`src/rtl/router_pkg.sv`:
```
// Shared types and header layout constants for the packet router register stage.
package router_pkg;

   typedef enum logic [2:0] {
      IDLE,
      HDR_OUT,
      LOAD,
      FULL,
      CHECK
   } state_t;

   // The header carries the address in its low bits and the payload length above it.
   localparam int HDR_ADDR_LSB = 0;

endpackage

```
`src/rtl/router_parity_chk.sv`:
```
// Running XOR parity accumulator with compare against a received parity byte.
module router_parity_chk #(
   parameter int DATA_W     = 8,
   parameter int ODD_PARITY = 0
) (
   input  logic              clock,
   input  logic              resetn,
   input  logic              clr,
   input  logic              acc_en,
   input  logic [DATA_W-1:0] acc_in,
   input  logic [DATA_W-1:0] rx_parity,
   output logic              mismatch
);

   logic [DATA_W-1:0] acc_q;
   logic [DATA_W-1:0] acc_d;
   logic [DATA_W-1:0] expected;

   // Clear and accumulate together so a header byte seeds the accumulator directly.
   always_comb begin
      acc_d = clr ? '0 : acc_q;
      if (acc_en) begin
         acc_d = acc_d ^ acc_in;
      end
   end

   assign expected = (ODD_PARITY != 0) ? ~acc_q : acc_q;
   assign mismatch = (rx_parity != expected);

   always_ff @(posedge clock) begin
      if (!resetn) begin
         acc_q <= '0;
      end else begin
         acc_q <= acc_d;
      end
   end

endmodule

```
`src/rtl/router_pkt_reg.sv`:
```
// Packet register stage: forwards header/payload/parity bytes to a FIFO with back-pressure
// holding, and checks parity and payload length once the parity byte has been taken.
module router_pkt_reg
   import router_pkg::*;
#(
   parameter int DATA_W     = 8,
   parameter int ADDR_W     = 2,
   parameter int ODD_PARITY = 0,
   parameter int LEN_CHECK  = 1
) (
   input  logic              clock,
   input  logic              resetn,
   input  logic              pkt_valid,
   input  logic [DATA_W-1:0] data_in,
   input  logic              fifo_full,
   input  logic              soft_reset,
   output logic [DATA_W-1:0] dout,
   output logic              dout_valid,
   output logic [ADDR_W-1:0] dest_addr,
   output logic              busy,
   output logic              low_pkt_valid,
   output logic              parity_done,
   output logic              err,
   output logic              len_err
);

   localparam int LEN_W = DATA_W - ADDR_W;

   state_t            state_q, state_d;
   logic [DATA_W-1:0] hdr_q, hdr_d;
   logic [DATA_W-1:0] hold_q, hold_d;
   logic [DATA_W-1:0] rx_par_q, rx_par_d;
   logic              last_q, last_d;
   logic [LEN_W-1:0]  count_q, count_d;
   logic [DATA_W-1:0] dout_q, dout_d;
   logic              dout_valid_q, dout_valid_d;
   logic [ADDR_W-1:0] dest_addr_q, dest_addr_d;
   logic              busy_q, busy_d;
   logic              low_q, low_d;
   logic              pdone_q, pdone_d;
   logic              err_q, err_d;
   logic              len_err_q, len_err_d;

   logic              chk_clr;
   logic              chk_en;
   logic              chk_mismatch;

   router_parity_chk #(
      .DATA_W     (DATA_W),
      .ODD_PARITY (ODD_PARITY)
   ) u_parity (
      .clock     (clock),
      .resetn    (resetn),
      .clr       (chk_clr),
      .acc_en    (chk_en),
      .acc_in    (data_in),
      .rx_parity (rx_par_q),
      .mismatch  (chk_mismatch)
   );

   always_comb begin
      state_d      = state_q;
      hdr_d        = hdr_q;
      hold_d       = hold_q;
      rx_par_d     = rx_par_q;
      last_d       = last_q;
      count_d      = count_q;
      dout_d       = dout_q;
      dout_valid_d = 1'b0;
      dest_addr_d  = dest_addr_q;
      low_d        = low_q;
      err_d        = err_q;
      len_err_d    = len_err_q;
      chk_clr      = 1'b0;
      chk_en       = 1'b0;

      if (soft_reset) begin
         // Abort: dout and dest_addr keep their last values for the downstream side.
         state_d   = IDLE;
         low_d     = 1'b0;
         err_d     = 1'b0;
         len_err_d = 1'b0;
         count_d   = '0;
         last_d    = 1'b0;
         chk_clr   = 1'b1;
      end else begin
         case (state_q)
            IDLE: begin
               if (pkt_valid) begin
                  hdr_d       = data_in;
                  dest_addr_d = data_in[HDR_ADDR_LSB +: ADDR_W];
                  chk_clr     = 1'b1;
                  chk_en      = 1'b1;
                  count_d     = '0;
                  err_d       = 1'b0;
                  len_err_d   = 1'b0;
                  last_d      = 1'b0;
                  state_d     = HDR_OUT;
               end
            end
            HDR_OUT: begin
               if (!fifo_full) begin
                  dout_d       = hdr_q;
                  dout_valid_d = 1'b1;
                  state_d      = LOAD;
               end
            end
            LOAD: begin
               if (pkt_valid) begin
                  chk_en = 1'b1;
                  if (count_q != '1) begin
                     count_d = count_q + LEN_W'(1);
                  end
                  if (!fifo_full) begin
                     dout_d       = data_in;
                     dout_valid_d = 1'b1;
                  end else begin
                     hold_d  = data_in;
                     state_d = FULL;
                  end
               end else begin
                  rx_par_d = data_in;
                  low_d    = 1'b1;
                  if (fifo_full) begin
                     hold_d  = data_in;
                     last_d  = 1'b1;
                     state_d = FULL;
                  end else begin
                     dout_d       = data_in;
                     dout_valid_d = 1'b1;
                     state_d      = CHECK;
                  end
               end
            end
            FULL: begin
               if (!fifo_full) begin
                  dout_d       = hold_q;
                  dout_valid_d = 1'b1;
                  state_d      = last_q ? CHECK : LOAD;
               end
            end
            CHECK: begin
               err_d     = chk_mismatch;
               len_err_d = (LEN_CHECK != 0) && (count_q != hdr_q[DATA_W-1:HDR_ADDR_LSB+ADDR_W]);
               low_d     = 1'b0;
               last_d    = 1'b0;
               state_d   = IDLE;
            end
            default: state_d = IDLE;
         endcase
      end

      // Status flags are registered from the next state so they line up with it.
      busy_d  = (state_d == HDR_OUT) || (state_d == FULL) || (state_d == CHECK);
      pdone_d = (state_d == CHECK);
   end

   always_ff @(posedge clock) begin
      if (!resetn) begin
         state_q      <= IDLE;
         hdr_q        <= '0;
         hold_q       <= '0;
         rx_par_q     <= '0;
         last_q       <= 1'b0;
         count_q      <= '0;
         dout_q       <= '0;
         dout_valid_q <= 1'b0;
         dest_addr_q  <= '0;
         busy_q       <= 1'b0;
         low_q        <= 1'b0;
         pdone_q      <= 1'b0;
         err_q        <= 1'b0;
         len_err_q    <= 1'b0;
      end else begin
         state_q      <= state_d;
         hdr_q        <= hdr_d;
         hold_q       <= hold_d;
         rx_par_q     <= rx_par_d;
         last_q       <= last_d;
         count_q      <= count_d;
         dout_q       <= dout_d;
         dout_valid_q <= dout_valid_d;
         dest_addr_q  <= dest_addr_d;
         busy_q       <= busy_d;
         low_q        <= low_d;
         pdone_q      <= pdone_d;
         err_q        <= err_d;
         len_err_q    <= len_err_d;
      end
   end

   assign dout          = dout_q;
   assign dout_valid    = dout_valid_q;
   assign dest_addr     = dest_addr_q;
   assign busy          = busy_q;
   assign low_pkt_valid = low_q;
   assign parity_done   = pdone_q;
   assign err           = err_q;
   assign len_err       = len_err_q;

endmodule

```
`config.mk`:
```
export PLATFORM = sky130hd
export DESIGN_NAME = router_pkt_reg
export DESIGN_NICKNAME = d
export VERILOG_FILES = /design/src/rtl/router_pkg.sv /design/src/rtl/router_parity_chk.sv /design/src/rtl/router_pkt_reg.sv
export SDC_FILE = /design/constraint.sdc
export NUM_CORES = 1
export LEC_CHECK = 0
export BUFFER_PORTS_ARGS = -buffer_cell sky130_fd_sc_hd__buf_4
export CORE_MARGIN = 5
export CORE_UTILIZATION = 38
export CTS_CLUSTER_DIAMETER = 60
export DETAILED_ROUTE_END_ITERATION = 10
export MAX_ROUTING_LAYER = met4
export PLACE_DENSITY = 0.53
export SLEW_MARGIN = 0
export SYNTH_ARGS = -nofsm -noshare
export SYNTH_HDL_FRONTEND = slang
export SYNTH_HIERARCHICAL = 1
export SYNTH_SLANG_ARGS = --single-unit
```
`constraint.sdc`:
```
create_clock -name clock -period 3.2 [get_ports clock]
set_input_delay 0.8 -clock clock [delete_from_list [all_inputs] [get_ports clock]]
set_output_delay 0.8 -clock clock [all_outputs]
set_load 0.01 [all_outputs]
```
======== After elaboration in Yosys (flattened, before gate mapping) ========
Cells that the tools add are included.
Widths: inputs -> output; s select.
word-level totals
  logic and storage cells ................. 92
  bits in registers ....................... 58
  input bits .............................. 13
  output and inout bits ................... 16
cells by class
  add/subtract/negate cells ............... 1
  muxes and demuxes ....................... 33
  equal/unequal tests ..................... 18
  reductions and logical operators ........ 20
  bitwise operators ....................... 5
operator list
  operator             number
  $mux 8               5
  $mux 3               8
  $pmux 8 s3           1
  $mux 6               3
  $ne 2x2->1 const B   8
  $pmux 3 s4           1
  $pmux 6 s2           1
  $mux 1               10
  $eq 3x2->1 const B   3
  $reduce_and 3->1     3
  $ne 8x8->1           1
  $reduce_and 4->1     2
  $xor 8x8->8          1
  $add 6x1->6 const B  1
  $eq 3x1->1 const B   2
  $eq 3x3->1 const B   2
  $ne 6x6->1           1
  $ne 6x6->1 const B   1
  $pmux 1 s2           3
  $reduce_bool 2->1    3
  $reduce_bool 3->1    2
  $reduce_or 3->1      2
  $reduce_and 5->1     1
  $not 1->1            4
  5 further kinds      8

======== Depth between registers and ports, before layout ========
Gate-level depths: netlist (run 1).
  word-level depth ........................ 7
  mapped depth ............................ 8
  depth with buffers taken out ............ 5

======== By module ========
Netlist (run 1), hierarchy kept.
modules (own cells, without submodules)
  module             times used  area each (um^2)  sequential area each (um^2)  cells each
  router_pkt_reg     1           2228.4            960.9                        243
  router_parity_chk  1           456.7             160.2                        52

======== Least setup slack after synthesis (run 1) ========
No wires, ideal clock.
  kind .................................... input to register
  from .................................... input pkt_valid
  to ...................................... register u_parity.acc_q[0]
  data required time ...................... 3.085 ns
  path buffers ............................ 1
  library setup time ...................... 0.115 ns
  setup slack ............................. 1.117 ns
  stages on the path ...................... 6
  arrival ................................. 1.968 ns
  path through ............................ buf_6 -> nor3b_1 -> a21o_1 -> nor2b_1 -> xnor2_1 -> and2_1
on the way
  cells in the longest elaborated chain, start to end .. 6
ends and longest elaborated chain
  element                 line                     source
  start: declaration      router_pkt_reg.sv:13     input logic pkt_valid,
  $mux 1 (*)              router_pkt_reg.sv:89     if (pkt_valid) begin
  $mux 1 (*)              router_pkt_reg.sv:87     case (state_q)
  $mux 1 (*)              router_pkt_reg.sv:77     if (soft_reset) begin
  named net chk_clr       router_pkt_reg.sv:44     logic chk_clr;
  $mux 8 (*)              router_parity_chk.sv:21  acc_d = clr ? '0 : acc_q;
  $xor 8x8->8             router_parity_chk.sv:23  acc_d = acc_d ^ acc_in;
  $mux 8 (*)              router_parity_chk.sv:22  if (acc_en) begin
  end signal: assignment  router_parity_chk.sv:32  acc_q <= '0;
  end signal: assignment  router_parity_chk.sv:34  acc_q <= acc_d;
  end: declaration        router_parity_chk.sv:15  logic [DATA_W-1:0] acc_q;
Mark *: on every way through the listed nets, which the timed path passes. The rest lies on a longest branch.
A chain may end at the register's enable or synchronous reset.

======== Final worst setup path (run 1) ========
  from .................................... register state_q[0]
  to ...................................... register hdr_q[6]
on the way
  cells in the longest elaborated chain, start to end .. 2
ends and longest elaborated chain
  element                     line                   source
  start: declaration          router_pkt_reg.sv:29   state_t state_q, state_d;
  start signal: assignment    router_pkt_reg.sv:175  state_q <= state_d;
  $logic_not 3->1             router_pkt_reg.sv:87
  $reduce_and 3->1 (no line)  -
  end signal: assignment      router_pkt_reg.sv:176  hdr_q <= hdr_d;
  end: declaration            router_pkt_reg.sv:30   logic [DATA_W-1:0] hdr_q, hdr_d;
No other way between the ends.

==> flow_summary.ini, run 1 <==
[run_status]
status = completed

[clock_network]
cts-root-buf = clkbuf_8
post_cts_buffers = 0
cts_buffers = 5
clk_latency_ns = 0.31
ctsHoldBuffers = 0
path_clk_slew_ns = 0.11
max-clock-path-buffers = 2
htreeDepth = 2
cts_resized = 0
tritoncts = done
numClockSinks = 56

[floorplanning]
rows = 30
die_x_um = 94.1
io_pins = 29
dieArea_mm2 = 0.00885
die_h_um = 94.1
core_area_mm2 = 0.00683
start_util = 0.393

[routing]
first_pass_iters = 4
antenna_left = 0
vias = 2022
vias_per_cell = 4.92
route.detailed.drc = 0
initialDrtViolationCount = 58
drt_wl_total_um = 5940
avgRoutedWirePerCell_um = 14.5

[global_routing]
grt_pass1_wl_um = 9960
grt_max_degree = 39
antenna_found_initial = 0
grt_pass1_vias = 1963
grt_overflow = 0
gr-usage-all-layers = 0.144

[cells_and_area]
fillCellCount = 713
final_cell_mix = dfxtp_1 (56), mux2i_1 (34), nor2b_1 (33)
diodes = 0
area_delta_synth_final_pct = 13.6
drive_above_1_share = 0.140
nNetsFinal = 328
layout_commonest_cell = dfxtp_1

[hold_path]
hp-class = flip-flop to flip-flop
whs_endpoint = dout[3]$_SDFFE_PN0P_
min_from = dout[3]$_SDFFE_PN0P_
min_path_cells = 2

[worst_setup_path]
rrSetupSlack_ns = 1.05
critical_path_arrival_ns = 2.36
reg2reg_depth = 4
cp-end-kind = flip-flop
r2r_end = hdr_q[6]$_SDFFE_PN0P_
rr_startpoint = state_q[0]$_SDFF_PN0_
criticalPathCategory = flip-flop to flip-flop
worstPathRequired_ns = 3.41
cp-start-kind = flip-flop
path_max_fanout = 22

[sta]
tns_ns = 0
hold_slack_ns = 0.469
period_share = 0.671
finClkSkew_ns = 0.00973
maxSlewViolCount = 0
hold_violations = 0
fmax_mhz = 466
finalSetupViolCount = 0
final.min_clock_period_ns = 2.15
max_slew.worst_pin.slew_ns = 1.04
max-slew-margin-rel = 0.304
rsz0062_at_grt = false

[logic_synthesis]
yosysUniqueCellTypes = 41
yosys_warnings = 6
synth-main-ff-cell = dfxtp_1
syn-instance-count = 295
seq_area_frac_synth = 0.418
ys_ff_latch = 56
postSynthAreaPerCell_um2 = 9.10
netlist_area_mm2 = 0.00269
syn_nets = 309
ys_async_sr_fraction = 0
synth-edff-count = 0

[job]
max_cap_violations = 0

[power_and_ir_drop]
power.leakage_nw = 1.12
p_per_area_mw_per_mm2 = 435
ir_drop_v = 0.000268

[placement]
portBuffers = 28
gp_congestion = 0.773
hpwl_um = 4190
==> cell type report <==
cell class	instances	area [um2]	share of cell area
clock buffer	5	68.8	0.0226
clock inverter	3	47.5	0.0156
inverter	4	15.0	0.00492
multi-input combinational	217	1450	0.476
sequential	56	1120	0.368
tap	96	120	0.0394
timing repair buffer	30	225	0.0739
==> metrics by stage <==
step,utilization,cell area (um2),instances,total power [W],worst slack (ns)
2_1_floorplan,-,2690,295,0.000814,1.12
3_3_place_gp,0.429,2930,403,0.000857,0.866
3_5_place_dp,0.429,2930,403,0.000857,0.890
4_1_cts,0.446,3050,411,0.00134,1.04
5_1_grt,0.446,3050,411,0.00138,0.919
6_report,0.446,3050,411,0.00133,1.05
==> cell families after synthesis <==
logic type | Yosys count | share of synthesized area
XOR/XNOR | 22 | 0.0718
multiplexers | 34 | 0.127
AO/OA/AOI/OAI | 45 | 0.0955
buffers and inverters | 22 | 0.0419
AND/OR/NAND/NOR | 115 | 0.242
adder cells (fa/ha/maj) | 1 | 0.00466
flip-flops | 56 | 0.418
==> flip-flops by register name (all words and copies together), names as in the netlist, 3 cells and up <==
name / cells
dout: 8
hold_q: 8
count_q: 6
rx_par_q: 8
u_parity/acc_q: 8
state_q: 3
hdr_q: 8
==> worst max-delay path by stage <==
stage                                      from                            to  slack, ns  depth (start not counted)
after floorplan                       pkt_valid  u_parity/acc_q[0]$_SDFF_PN0_       1.12                          6
after global placement                pkt_valid         hdr_q[0]$_SDFFE_PN0P_       0.87                          5
after detailed placement              pkt_valid         hdr_q[3]$_SDFFE_PN0P_       0.89                          5
after CTS                 state_q[0]$_SDFF_PN0_         hdr_q[6]$_SDFFE_PN0P_       1.04                          4
after global routing      state_q[0]$_SDFF_PN0_  u_parity/acc_q[7]$_SDFF_PN0_       0.92                          5
final                     state_q[0]$_SDFF_PN0_         hdr_q[6]$_SDFFE_PN0P_       1.05                          4
==> Yosys cell counts, drive strengths merged, types with 4 or more instances <==
master	instances	area, um2
buf	8	58.8
xor2	10	87.6
nand3	6	30.0
nor2	15	58.8
mux2i	34	340
clkbuf	10	38.8
and2	9	56.3
a21oi	15	75.1
o21ai	20	100
xnor2	12	105
nor3	8	51.3
nor2b	35	224
nand2b	5	31.3
nand2	23	86.3
nor4	5	46.3
inv	4	15.0
dfxtp	56	1120
==> report_power, final <==
group	leakage (nW)	switching (W)	internal [W]	total, W
Clock	0.0583	0.000250	0.000237	0.000486
Combinational	0.613	0.0000632	0.0000546	0.000118
Sequential	0.453	0.0000135	0.000708	0.000721
==> metal layers <==
layer / wire length (um) / vias up / global-route usage
li1: - / 1040 / -
met1: 2990 / 960 / 0.196
met2: 2780 / 20 / 0.224
met3: 134 / 2 / 0.0280
met4: 36 / 0 / 0.0289
met5: 0 / - / -
==> worst max-delay path, cell delays in order, from the launching register on <==
cell     delay, ns
dfxtp_1       0.66
or3b_4        0.57
or3_1         0.53
mux2i_1       0.23
nor2b_1       0.06
(Power assumes the default switching activity.)
==> inputs of run 2 (changes only) <==
Clock period 3.2 ns to 2 ns, I/O delays scaled along.
==> run 2 against run 1 <==
Against the previous run:
- combinational power increased by 70%
- critical path depth unchanged
- clock power increased by 31%
- global-route usage grew 0.21 points
- clock-buffer cell count up 1
- die area stayed put
- worst hold slack worse by 0.068 ns
- flip-flop and latch count unchanged
==> flow_summary.ini, run 2 (synthesis gave the netlist of run 1 again) <==
[run_status]
status = completed

[global_routing]
grt_overflow = 0
grt_pass1_wl_um = 9890
grt_pass1_vias = 1948
gr-usage-all-layers = 0.146
antenna_found_initial = 0
grt_max_degree = 26

[sta]
hold_slack_ns = 0.401
rsz0062_at_grt = false
finClkSkew_ns = 0.00376
finalSetupViolCount = 0
tns_ns = 0
period_share = 0.894
max-slew-margin-rel = 0.685
hold_violations = 0
fmax_mhz = 559
fin_ws_ns = 0.212
max_slew.worst_pin.slew_ns = 0.472
final.min_clock_period_ns = 1.79
maxSlewViolCount = 0

[floorplanning]
core_area_mm2 = 0.00683
dieArea_mm2 = 0.00885
rows = 30
die_h_um = 94.1
die_x_um = 94.1
start_util = 0.393
io_pins = 29

[worst_setup_path]
critPathSlowestCell = or3_1
worstPathRequired_ns = 2.22
cp-end-kind = flip-flop
path_max_fanout = 9
path_cells = or3b_4, or3_1, mux2i_1, nor2b_1
critPathTopFamily = simple AND/OR/NAND/NOR gates
path_buf_inv = 0
max_stage_delay_ns = 0.54
critical_path_arrival_ns = 2.01
criticalPathCategory = flip-flop to flip-flop
cp-start-kind = flip-flop

[power_and_ir_drop]
power.internal_w = 0.00148
seqPwrFrac = 0.578
p_clk_frac = 0.320
ir_drop_v = 0.000468
p_sw_frac = 0.257
p_per_area_mw_per_mm2 = 643
power.leakage_nw = 1.15
comb_power_share = 0.101
p_switching_w = 0.000511

[routing]
initialDrtViolationCount = 54
first_pass_iters = 4
vias = 2078
route.detailed.drc = 0
avgRoutedWirePerCell_um = 14.2
vias_per_cell = 4.95
drt_wl_total_um = 5950
antenna_left = 0

[placement]
post-place-ws_ns = 0.0733
hpwl_um = 4270
dp_cells = 412
portBuffers = 28
gp_congestion = 0.802

[cells_and_area]
instances_no_fill = 420
fillCellCount = 738
final_cell_mix = dfxtp_1 (56), buf_4 (39), mux2i_1 (34)
regArea_mm2 = 0.00112
nNetsFinal = 337
multi_input_area_mm2 = 0.00145
drive_above_1_share = 0.160
area_delta_synth_final_pct = 15.1
layout_commonest_cell = dfxtp_1
diodes = 0

[hold_path]
hp-class = input pin to flip-flop

[job]
max_cap_violations = 0

[clock_network]
numClockSinks = 56
max-clock-path-buffers = 2
cts_buffers = 5
htreeDepth = 2
cts-root-buf = clkbuf_8
cts_resized = 0
post_cts_buffers = 0
clk_latency_ns = 0.31
ctsHoldBuffers = 0
path_clk_slew_ns = 0.10
tritoncts = done
[run 2: per-layer routing]
metal / GRT usage / part of all wire
met5: - / 0
met1: 0.187 / 0.47
met3: 0.0385 / 0.037
met2: 0.231 / 0.48
met4: 0.0337 / 0.0091
[run 2: cell type report]
cell class,instances,area share
Inverter,4,0.00486
Tap cell,96,0.0389
Sequential cell,56,0.363
Timing Repair Buffer,39,0.0948
Multi-Input combinational cell,217,0.470
Clock inverter,2,0.00527
Clock buffer,6,0.0235
[run 2: stage by stage]
stage	util	total power (W)	area, um2
global placement	0.439	0.00138	3000
CTS	0.452	0.00202	3090
detailed placement	0.439	0.00138	3000
floorplan	-	0.00130	2690
finish	0.452	0.00199	3090
global route	0.452	0.00209	3090
[run 2: power by group through the flow]
stage                     Sequential (W)  Combinational (W)  Clock [W]
after floorplan                  0.00117           0.000132          0
after global placement           0.00117           0.000203          0
after detailed placement         0.00117           0.000203          0
after CTS                        0.00115           0.000205   0.000667
after global routing             0.00115           0.000223   0.000711
final                            0.00115           0.000201   0.000636
[run 2: path summary, 6_finish.rpt]
kind,from,endpoint,slack [ns],depth (start not counted)
max,state_q[0]$_SDFF_PN0_,hdr_q[1]$_SDFFE_PN0P_,0.21,4
min,fifo_full,state_q[2]$_SDFF_PN0_,0.40,2
max reg2reg,state_q[0]$_SDFF_PN0_,hdr_q[1]$_SDFFE_PN0P_,0.21,4
min reg2reg,dout[6]$_SDFFE_PN0P_,dout[6]$_SDFFE_PN0P_,0.47,2
==> inputs of run 3 (changes only) <==
Settings changed: ABC_AREA set to 1.
==> run 3 against run 2 <==
Against the previous run:
- worst hold slack better by 0.049 ns
- synthesized cell count rose by 31%
- clock power is 24% higher
- area after synthesis increased by 1.7%
- critical path depth is 4 higher
- clock-buffer cell count stayed put
- non-clock buffer count is 6 lower
- utilization down 1.3 points
- routed wire length grew 14%
- flip-flop and latch count unchanged
- sequential power about the same
- largest power group unchanged
- highest routed layer unchanged
==> flow_summary.ini, run 3 <==
[worst_setup_path]
cp-end-kind = flip-flop
worstPathRequired_ns = 2.21
path_max_fanout = 7
critical_path_arrival_ns = 1.87
cp-start-kind = flip-flop
criticalPathCategory = flip-flop to flip-flop

[placement]
dp_cells = 505
gp_congestion = 0.860
hpwl_um = 4850
portBuffers = 28

[power_and_ir_drop]
power.leakage_nw = 1.31
p_per_area_mw_per_mm2 = 695
ir_drop_v = 0.000320

[logic_synthesis]
synth.top_cell.area_share = 0.411
syn-instance-count = 385
yosys-top-cells-count = nand2_1 (80), dfxtp_1 (56), inv_1 (45), nor2_1 (43), a21oi_1 (39)
seq_area_frac_synth = 0.411
yosysMostFrequentCell = nand2_1
postSynthAreaPerCell_um2 = 7.09
ys_async_sr_fraction = 0
syn_nets = 399
netlist_area_mm2 = 0.00273
yosysUniqueCellTypes = 32
ys_ff_latch = 56
synth_area_leaders = dfxtp_1 (41%), nand2_1 (11%), a21oi_1 (7.1%)
synth-main-ff-cell = dfxtp_1
yosys_warnings = 6
synth-edff-count = 0
synth_top_area_cell = dfxtp_1

[cells_and_area]
instances_no_fill = 513
fillCellCount = 789
layout_commonest_cell = nand2_1
final_cell_mix = nand2_1 (80), dfxtp_1 (56), inv_1 (45)
area_delta_synth_final_pct = 14.9
nNetsFinal = 427
drive_above_1_share = 0.159
diodes = 0

[routing]
avgRoutedWirePerCell_um = 13.2
initialDrtViolationCount = 175
drt_wl_total_um = 6770
antenna_left = 0
route.detailed.drc = 0
vias = 2470
vias_per_cell = 4.81
first_pass_iters = 4

[global_routing]
grt_pass1_wl_um = 11000
antenna_found_initial = 0
grt_overflow = 0
grt_pass1_vias = 2186
gr-usage-all-layers = 0.162
grt_max_degree = 34

[clock_network]
cts_buffers = 5
tritoncts = done
cts_resized = 0
cts-root-buf = clkbuf_8
numClockSinks = 56
clk_latency_ns = 0.31
path_clk_slew_ns = 0.10
post_cts_buffers = 0
ctsHoldBuffers = 0
htreeDepth = 2
max-clock-path-buffers = 2

[floorplanning]
dieArea_mm2 = 0.00898
io_pins = 29
start_util = 0.383
die_x_um = 94.8
die_h_um = 94.8
core_area_mm2 = 0.00714
rows = 31

[job]
max_cap_violations = 0

[sta]
hold_violations = 0
finClkSkew_ns = 0.00702
maxSlewViolCount = 0
final.min_clock_period_ns = 1.65
fmax_mhz = 606
max_slew.worst_pin.slew_ns = 0.394
tns_ns = 0
rsz0062_at_grt = false
period_share = 0.825
max-slew-margin-rel = 0.735
finalSetupViolCount = 0

[hold_path]
hp-class = input pin to flip-flop

[run_status]
status = completed
[run 3: path summary, 6_finish.rpt]
kind / depth (start not counted) / end / slack, ns / start
setup reg to reg: 8 / count_q[5]$_SDFFE_PP0P_ / 0.35 / count_q[0]$_SDFFE_PP0P_
hold reg to reg: 2 / hold_q[0]$_SDFFE_PN0P_ / 0.45 / hold_q[0]$_SDFFE_PN0P_
setup / recovery: 8 / count_q[5]$_SDFFE_PP0P_ / 0.35 / count_q[0]$_SDFFE_PP0P_
hold / removal: 3 / hdr_q[0]$_SDFFE_PN0P_ / 0.45 / data_in[0]
[run 3: layer usage]
metal	GRT usage	routed length, um	up-vias
met2	0.242	3090	63
met3	0.0295	384	5
met5	-	0	-
met4	0.0421	38	0
li1	-	-	1293
met1	0.224	3250	1109
[run 3: kinds of logic after synthesis]
kind of cell / after synthesis / share of synthesized area
xor gates and xnor gates: 10 / 0.0321
adders and majority gates: 1 / 0.00458
buffers and inverters: 65 / 0.104
and+or+nand+nor: 159 / 0.262
AOI/OAI and AO/OA: 94 / 0.186
DFF: 56 / 0.411
[run 3: stage by stage]
stage | hold WS (ns) | util | area [um2] | power, W | worst slack (ns)
5_1_grt | 0.445 | 0.440 | 3140 | 0.00227 | 0.197
3_5_place_dp | 0.437 | 0.423 | 3020 | 0.00142 | 0.287
4_1_cts | 0.443 | 0.440 | 3140 | 0.00221 | 0.356
6_report | 0.450 | 0.440 | 3140 | 0.00218 | 0.350
2_1_floorplan | 0.424 | - | 2730 | 0.00133 | 0.613
3_3_place_gp | 0.435 | 0.423 | 3020 | 0.00142 | 0.325
[run 3: where the power goes]
group | internal, W | leakage (nW) | switching, W
registers | 0.00114 | 0.454 | 0.0000226
clock network | 0.000410 | 0.0614 | 0.000376
logic | 0.0000821 | 0.799 | 0.000147
[run 3: area by class of cell]
class / instances / area [um2] / area share
multi-input cells: 264 / 1320 / 0.422
flip-flops and latches: 56 / 1120 / 0.357
repair buffers: 33 / 248 / 0.0790
inverters: 53 / 199 / 0.0634
well taps: 99 / 124 / 0.0395
clock buffers: 6 / 82.6 / 0.0263
clock inverters: 2 / 38.8 / 0.0124
[run 3: worst max-delay path, stage by stage, from the launching register on]
cell and delay [ns]:
dfxtp_1 0.44, ha_1 0.24, nand3_1 0.13, nor2_1 0.20
nor2_1 0.08, nor2_2 0.23, nor2_1 0.09, nor2_1 0.10
nor2_1 0.04
